**src/rtl/clock_divider.sv**
```systemverilog
// -----------------------------------------------------------------------------
// clock_divider
//   Produces a lower-rate clock from i_clock using a phase accumulator, so the
//   average output frequency is exactly OUTPUT_RATE even when CLOCK_RATE is not
//   an integer multiple of it. Every toggle is half an output period. The
//   period-to-period jitter is at most one input cycle.
//
// Parameters (positional order: CLOCK_RATE, OUTPUT_RATE)
//   CLOCK_RATE  : input clock frequency in Hz (>= 2)
//   OUTPUT_RATE : o_clock frequency in Hz (1 <= OUTPUT_RATE, 2*OUTPUT_RATE <= CLOCK_RATE)
//
// Ports
//   i_clock : system clock (the only clock)
//   i_reset : synchronous, active-high reset
//   o_clock : divided clock, nominal 50% duty, driven straight from a flop
//   o_tick  : one-cycle strobe in the cycle o_clock first reads 1
// -----------------------------------------------------------------------------
module clock_divider #(
    parameter int CLOCK_RATE  = 50000000,
    parameter int OUTPUT_RATE = 9600
) (
    input  logic i_clock,
    input  logic i_reset,
    output logic o_clock,
    output logic o_tick
);

    // One accumulator step equals half an output period expressed in Hz.
    localparam int INC   = 2 * OUTPUT_RATE;
    // One extra bit of headroom, so acc + INC never wraps.
    localparam int ACC_W = $clog2(CLOCK_RATE + INC) + 1;

    localparam logic [ACC_W-1:0] INC_C  = ACC_W'(INC);
    localparam logic [ACC_W-1:0] RATE_C = ACC_W'(CLOCK_RATE);

    // Reject parameter combinations that cannot produce the requested rate.
    if (CLOCK_RATE < 2 || OUTPUT_RATE < 1 || INC > CLOCK_RATE) begin : g_bad_params
        $error("clock_divider: illegal CLOCK_RATE/OUTPUT_RATE combination");
    end

    logic [ACC_W-1:0] acc_q;
    logic [ACC_W-1:0] acc_d;
    logic [ACC_W-1:0] sum_s;
    logic             clk_q;
    logic             clk_d;
    logic             tick_q;
    logic             tick_d;

    // Next-state logic: advance the phase and toggle when a half period has elapsed.
    always_comb begin
        sum_s  = acc_q + INC_C;
        acc_d  = sum_s;
        clk_d  = clk_q;
        tick_d = 1'b0;
        if (sum_s >= RATE_C) begin
            acc_d  = sum_s - RATE_C;
            clk_d  = ~clk_q;
            // Strobe only on the 0->1 transition.
            tick_d = ~clk_q;
        end else begin
            acc_d  = sum_s;
            clk_d  = clk_q;
            tick_d = 1'b0;
        end
    end

    // State registers. Reset wins over the accumulate step on the same edge.
    always_ff @(posedge i_clock) begin
        if (i_reset) begin
            acc_q  <= '0;
            clk_q  <= 1'b0;
            tick_q <= 1'b0;
        end else begin
            acc_q  <= acc_d;
            clk_q  <= clk_d;
            tick_q <= tick_d;
        end
    end

    assign o_clock = clk_q;
    assign o_tick  = tick_q;

endmodule

```
**config.mk**
```make
export PLATFORM = sky130hd
export DESIGN_NAME = clock_divider
export DESIGN_NICKNAME = d
export VERILOG_FILES = /design/src/rtl/clock_divider.sv
export SDC_FILE = /design/constraint.sdc
export NUM_CORES = 1
export LEC_CHECK = 0
export ABC_AREA = 1
export BUFFER_PORTS_ARGS = -buffer_cell sky130_fd_sc_hd__clkbuf_2
export CORE_MARGIN = 2
export CORE_UTILIZATION = 50
export DETAILED_ROUTE_END_ITERATION = 16
export PLACE_DENSITY = 0.66
export SETUP_SLACK_MARGIN = 0.4
export SLEW_MARGIN = 20
export SYNTH_ARGS = -nofsm -noshare
export SYNTH_HDL_FRONTEND = slang
export SYNTH_SLANG_ARGS = --single-unit
export TNS_END_PERCENT = 100
```
**constraint.sdc**
```tcl
create_clock -name i_clock -period 4.2 [get_ports i_clock]
set_clock_uncertainty 0.15 [all_clocks]
set_input_delay 0.21 -clock i_clock [delete_from_list [all_inputs] [get_ports i_clock]]
set_output_delay 0.21 -clock i_clock [all_outputs]
set_load 0.02 [all_outputs]
```
Word level (Yosys, flattened, before mapping)
Index checks and enable logic that the tools add are counted.
W data, S select, Z words.
{"block": "totals", "ff_bits": 29, "latch_bits": 0, "ram_bits": 0, "mem_bits_ro": 0, "in_bits": 2, "out_inout_bits": 2, "elab_cells": 10, "n_memories": 0}
{"block": "classes", "add_sub_neg": 2, "mul": 0, "div_mod_pow": 0, "n_lt_le_gt_ge": 1, "eq_ne": 0, "shifts": 0, "muxes": 1, "bitwise_logic": 2, "reduce_logical": 1}
{"op": "$add A27 B15 Y27 const B", "count": 1}
{"op": "$ge A27 B26 Y1 const B", "count": 1}
{"op": "$mux W27", "count": 1}
{"op": "$sub A27 B26 Y27 const B", "count": 1}
{"op": "$not A1 Y1", "count": 2}
{"op": "$reduce_or A2 Y1", "count": 1}

Depth between registers and ports, before layout
Gate-level depths: netlist of run 1.
{"block": "depth", "ltp_word": 4, "mapped_depth": 19, "mapped_depth_nobuf": 18}

Least setup slack after synthesis of run 1
Ideal clock, no wire load.
{"block": "synth_path", "kind": "flip-flop to flip-flop", "start": "reg acc_q[8]", "end": "reg acc_q[24]", "setup_time_ps": 115, "arrival_time_ps": 2050, "required_time_ps": 3935, "setup_slack_ps": 1885, "path_stages_with_launch": 20, "path_buffers": 1, "synth_period_minus_slack_ps": 2315, "path_cell_list": "dfxtp_1 -> inv_1 -> ha_1 -> inv_1 -> nand2_1 -> nand2_2 -> nand2_1 -> nand2_2 -> nand2_1 -> nand2_1 -> nand2_2 -> nor2_2 -> nand3_2 -> nor2_2 -> nand2_2 -> nand2_4 -> buf_6 -> nand3_1 -> nand2_1 -> nor2_1"}
{"block": "synth_via", "elab_chain_len": 3, "elab_cells_between_ends": 4, "classes_between": "add/sub: 2; order compare: 1; mux: 1"}
{"item": "from (decl)", "line": "41", "text": "logic [ACC_W-1:0] acc_q;"}
{"item": "from (signal assigned)", "line": "70", "text": "acc_q <= '0;"}
{"item": "from (signal assigned)", "line": "74", "text": "acc_q <= acc_d;"}
{"item": "$add A27 B15 Y27 (*)", "line": "51", "text": "sum_s = acc_q + INC_C;"}
{"item": "$sub A27 B26 Y27 / $ge A27 B26 Y1 (equally long branches)", "line": "56, 55"}
{"item": "$mux W27 (*)", "line": "55", "text": "if (sum_s >= RATE_C) begin"}
Every way passes the cells marked *; elsewhere a longest branch is shown, timed or not.
A chain may end at the register's enable or synchronous reset.

Worst setup path after layout of run 1
{"block": "layout_path", "start": "reg acc_q[8]", "end": "reg acc_q[25]"}
Same word-level chain as after synthesis.

==> results.yml, run 1 <==
worst_hold_path:
  hold_path.class: "input pin to register"
  hp-start: "i_reset"
synthesis:
  syn_nets: 339
  ys_ff_latch: 22
  synthFlopType: "dfxtp_1"
  ys_top_cells_by_area: "dfxtp_1 (24%), nand2_1 (22%), nand3_1 (12%)"
  ys_types: 24
  yosysMostFrequentCell: "nand2_1"
  synth_common_cells: "nand2_1 (110), nand3_1 (46), inv_1 (45)"
  yosys.area.top_type: "dfxtp_1"
  syn_area_sq_mm: 0.00186
  yosys_warnings: 0
  synth_edf_count: 0
  yosysTopAreaCellShare_pct: 23.7
  async_flop_share_pct: 0
  syn_area_per_cell_sq_um: 5.60
  synth.yosys.seq_area_share_pct: 23.7
  netlist_instances: 332
detailed_routing:
  top_layer_used: "met4"
  ant_nets: 0
  route.met3.wl_um: 158
  drtIter0Drc: 97
  drc_errors: 0
  detail_route.wl_per_cell_um: 11.3
  viasPerCell: 5.02
  vias: 1923
  wl_mm: 4.32
  dr_wl_met2_mm: 1.86
  wl_met1_mm: 2.24
  drt_first_pass_iters: 4
finish:
  layout.cells.non_filler: 383
  multi_input_area_sq_mm: 0.00119
  seqCellArea_sq_um: 440
  drive_above_1_share_pct: 9.25
  nets: 343
  nFillCells: 374
  antennaDiodeCount: 0
  syn_to_final_growth_pct: 5.85
  final_util_pct: 54.6
setup_path:
  critPathLaunchType: "register"
  cp.arrival_ns: 2.78
  slowest_delay_ns: 0.44
  cp_max_fo: 36
  crit_top_cell: "nand2_1"
  startpoint: "acc_q[8]"
  critPathTopFamily: "simple AND/OR/NAND/NOR gates"
  path_cells: "inv_1 -> ha_1 -> inv_1 -> nand2_1 -> nand2_2 -> nand2_1 -> nand2_2 -> nand2_1 -> nand2_1 -> nand2_2 -> nor2_2 -> nand3_2 -> nor2_2 -> nand2_2 -> nand2_4 -> nand3_1 -> nand2_1 -> nor2_1"
  cp_slowest_cell: "dfxtp_1"
  rr_startpoint: "acc_q[8]"
  crit_required_ns: 4.22
  critPathBufInv: 2
  setup.worst_path.end_class: "register"
  criticalPathCategory: "register to register"
clock_network:
  htree_num_levels: 1
  cts_setup_buffers: 0
  cts_buffer_depth: 2
  cts_root_buf: "clkbuf_8"
  path_clk_slew_ns: 0.09
  hold_buffers: 0
  clkLatencyLatePin_ns: 0.27
  cts_buffers: 3
  cts_tree: "built"
  ctsResizeCount: 0
  clock_sinks: 22
die:
  ios: 4
  die_w_um: 65.0
  die_area_sq_mm: 0.00422
  initial_core_util_pct: 51.6
  num_rows: 22
  core_area_sq_mm: 0.00361
  die_h_um: 65.0
global_route:
  antenna_found_initial: 0
  gr-total-overflow: 0
  grt_max_degree: 37
  grtUsageTotal_pct: 22.6
  grt_pass1_vias: 1677
  grt_pass1_wl_mm: 7.53
timing:
  slew_headroom_pct: 65.8
  setup_viol: 0
  rsz0062_at_grt: "false"
  min_period_ns: 2.76
  period_share_pct: 65.6
  tightest_slew_ns: 0.509
  max_freq_mhz: 363
  finalSetupTns_ns: 0
  hold_viol_final: 0
  slew_violations: 0
power_and_ir_drop:
  ir_worst_vdd_mv: 0.177
  leakagePower_nw: 0.992
  pwr_density_cell_mw_per_mm2: 270
placed_design:
  port_buffers: 3
  gp_congestion: 0.858
  dp_hpwl_mm: 3.37
  dpl.cell_count: 379
job:
  maxCapViolations: 0
run_status:
  status: "completed"
==> sequential cells by signal, summed over array words and instances (netlist names) <==
| register | flops |
|---|---|
| o_clock | 1 |
| acc_q | 20 |
| o_tick | 1 |
==> path summary, 6_finish.rpt <==
check | to | slack (ns) | cells after the start
worst max-delay path | acc_q[25] | 1.44 | 18
worst min-delay path | acc_q[23] | 0.02 | 2
worst max register to register | acc_q[25] | 1.44 | 18
worst min register to register | o_tick | 0.31 | 1
==> cell usage in the layout (no fill, tap or decap) <==
master,synthesis,layout
nand2_1,110,110
nand3_1,46,46
inv_1,45,45
nor2_1,42,42
dfxtp_1,22,22
a21oi_1,19,19
nand2_2,8,8
inv_2,5,5
nor2_2,5,5
ha_1,5,5
nand4_1,4,4
o21ai_1,3,3
clkbuf_8,0,3
clkbuf_2,0,3
nor3_1,2,2
nand3b_1,2,2
a21oi_2,2,2
a21boi_0,2,2
nor3_4,1,1
nand3_2,1,1
nor3_2,1,1
nand2_4,1,1
clkinv_1,1,1
o21ai_0,1,1
bufinv_16,0,1
==> power breakdown <==
group          leakage, nW  total (mW)  internal (mW)  switching, mW
sequential           0.179       0.229          0.218         0.0108
combinational        0.777      0.0996         0.0297         0.0699
clock               0.0357       0.203          0.127         0.0760
==> layout make-up <==
class,count,share of cell area [%]
multi-input cells,255,60.5
flip-flops and latches,22,22.4
inverters,51,9.73
well taps,48,3.05
clock buffers,3,2.10
clock inverters,1,1.53
repair buffers,3,0.763
==> metal layers <==
metal	vias to the layer above	track usage [%]
met4	0	6.65
met3	5	1.22
met2	33	36.0
li1	1048	-
met1	837	32.8
met5	-	0
==> per-stage QoR <==
stage / hold WS, ns / setup WS, ns / power [mW] / instance area (sq um)
2_1_floorplan: 0.129 / 1.89 / 0.312 / 1860
3_3_place_gp: 0.287 / 1.54 / 0.333 / 1900
3_5_place_dp: 0.295 / 1.49 / 0.332 / 1900
4_1_cts: 0.0174 / 1.46 / 0.534 / 1970
5_1_grt: 0.0281 / 1.08 / 0.560 / 1970
6_report: 0.0166 / 1.44 / 0.532 / 1970
==> cells by family after synthesis <==
group	Yosys count	synth area share (%)
compound gates	27	7.94
simple gates	223	52.7
flops	22	23.7
fa+ha+maj	5	3.36
buf+inv	55	12.3
Power figures use the tool's default switching activity.
==> run 2: changes to the inputs <==
PLACE_DENSITY = 0.68   (was 0.66)
clock period = 2.2 ns   (was 4.2 ns; I/O delays follow)
==> results.yml, run 2 (synthesis results as in run 1) <==
run_status:
  status: "complete, but fails checks"
  failed_checks: "negative setup slack"
die:
  core_area_sq_mm: 0.00361
  die_w_um: 65.0
  initial_core_util_pct: 51.6
  die_h_um: 65.0
  ios: 4
  num_rows: 22
  die_area_sq_mm: 0.00422
global_route:
  grtUsageTotal_pct: 30.0
  grt_pass1_vias: 2145
  gr-total-overflow: 0
  antenna_found_initial: 0
  grt_max_degree: 18
  grt_pass1_wl_mm: 9.76
finish:
  largest_register: "acc_q"
  final_cell_mix: "nand2_1 (79), buf_4 (51), inv_1 (40), nor2_1 (33), nand2_2 (30)"
  nFillCells: 224
  final_common_cell: "nand2_1"
  antennaDiodeCount: 0
  largest_reg_flops: 20
  nets: 407
  design_area_sq_mm: 0.00300
  syn_to_final_growth_pct: 61.2
  drive_above_1_share_pct: 45.1
timing:
  tightest_slew_ns: 0.586
  slew_headroom_pct: 60.7
  slew_violations: 0
  timing.final.ws_setup_ns: -0.345
  hold_viol_final: 0
  period_share_pct: 116
  rsz0062_at_grt: "true"
  setup_viol: 22
  max_freq_mhz: 393
  min_period_ns: 2.54
setup_path:
  rr_endpoint: "acc_q[14]"
  cp.arrival_ns: 2.61
  crit_required_ns: 2.27
  r2r_cells: 19
  setup.worst_path.end_class: "register"
  rrSetupSlack_ns: -0.34
  critPathLaunchType: "register"
  rr_startpoint: "acc_q[8]"
  startpoint: "acc_q[8]"
  criticalPathCategory: "register to register"
  cp_max_fo: 7
placed_design:
  placed_cell_area_sq_mm: 0.00225
  gp_congestion: 0.868
  port_buffers: 3
  pre_cts_ws_ns: -0.155
  dp_hpwl_mm: 3.80
power_and_ir_drop:
  ir_worst_vdd_mv: 0.395
  leakagePower_nw: 1.45
  switchingPower_mw: 0.438
  p_sw_share_pct: 34.4
  power_frac_clock_pct: 32.3
  share_comb_of_total_power_pct: 33.2
  intPower_mw: 0.834
  pwr_density_cell_mw_per_mm2: 424
  seq_power_share_pct: 34.5
clock_network:
  path_clk_slew_ns: 0.09
  clkLatencyLatePin_ns: 0.29
  cts_buffers: 3
  cts_root_buf: "clkbuf_8"
  cts_buffer_depth: 2
  clock_sinks: 22
  cts_tree: "built"
  htree_num_levels: 1
worst_hold_path:
  min_path_cells: 1
  hold_path.class: "register to register"
  hp-start: "o_clock"
  hold_path_end: "o_tick"
detailed_routing:
  wl_mm: 8.03
  drtIter0Drc: 363
  viasPerCell: 5.81
  drc_errors: 0
  vias: 2599
  drt_first_pass_iters: 5
  ant_nets: 0
  detail_route.wl_per_cell_um: 18.0
job:
  maxCapViolations: 0
run 2: cell types whose count changed in the layout (fill, tap and decap cells not counted), moves of 5 or more:
cell	before	now
a21oi_1	19	4
a21oi_2	2	14
buf_4	0	51
dfxtp_1	22	17
inv_1	45	40
nand2_1	110	79
nand2_2	8	30
nand2_4	1	7
nand3_1	46	29
nand3_2	1	16
nor2_1	42	33
nor2_2	5	10
run 2: critical path, cell delays in order (launching register included):
cell and delay (ns):
dfxtp_4 0.38, inv_4 0.05, ha_4 0.17, inv_4 0.06, nand2_4 0.08, nand2_8 0.09
nand2_4 0.07, nand2_8 0.11, nand2_4 0.05, nand2_2 0.08, nand2_2 0.10, nor2_4 0.17
nand3_4 0.11, nor2_4 0.14, nand2_4 0.09, nand2_8 0.12, buf_12 0.12, clkbuf_16 0.14
a21oi_2 0.06, nor2_1 0.12
run 2: routing by layer:
layer  global-route usage [%]  routed length [um]
met1                     37.6                3100
met2                     51.8                3750
met3                     5.38                 685
met4                     9.84                 486
met5                        0                   0
run 2: final cells by class:
class / count / area (sq um) / share of cell area [%]
Sequential cell: 22 / 449 / 15.0
Multi-Input combinational cell: 255 / 1590 / 52.9
Tap cell: 48 / 60.1 / 2.00
Clock inverter: 1 / 30.0 / 1.00
Inverter: 51 / 199 / 6.64
Clock buffer: 3 / 41.3 / 1.38
Timing Repair Buffer: 67 / 633 / 21.1
run 2: repair_timing:
item	4_1_cts	5_1_grt
endpoints found under the hold margin	4	0
hold buffers	1	0
gates cloned	2	2
buffers inserted	10	10
setup endpoints to repair	22	22
resized for setup	38	66
pin swaps	23	35
run 2: worst max-delay path by stage:
stage / endpoint / depth (start not counted)
after global routing: acc_q[23] / 19
after CTS: acc_q[18] / 19
after global placement: acc_q[13] / 19
after detailed placement: acc_q[9] / 19
final: acc_q[14] / 19
after floorplan: acc_q[12] / 19
run 2: power groups by stage:
stage | combinational, mW | clock (mW) | sequential [mW]
after floorplan | 0.163 | 0 | 0.442
after global placement | 0.286 | 0 | 0.441
after detailed placement | 0.290 | 0 | 0.442
after CTS | 0.334 | 0.396 | 0.433
after global routing | 0.452 | 0.416 | 0.440
final | 0.423 | 0.411 | 0.439
run 2: metrics by stage:
stage / hold slack (ns) / total power [mW] / instances / util (%) / TNS [ns]
2_1_floorplan: 0.0291 / 0.604 / 332 / - / 0
3_5_place_dp: 0.217 / 0.731 / 418 / 62.4 / -1.98
4_1_cts: 0.317 / 1.16 / 435 / 72.4 / -1.15
6_report: 0.316 / 1.27 / 447 / 83.1 / -5.95
3_3_place_gp: 0.211 / 0.727 / 418 / 62.4 / -1.32
5_1_grt: 0.341 / 1.31 / 447 / 83.1 / -7.42
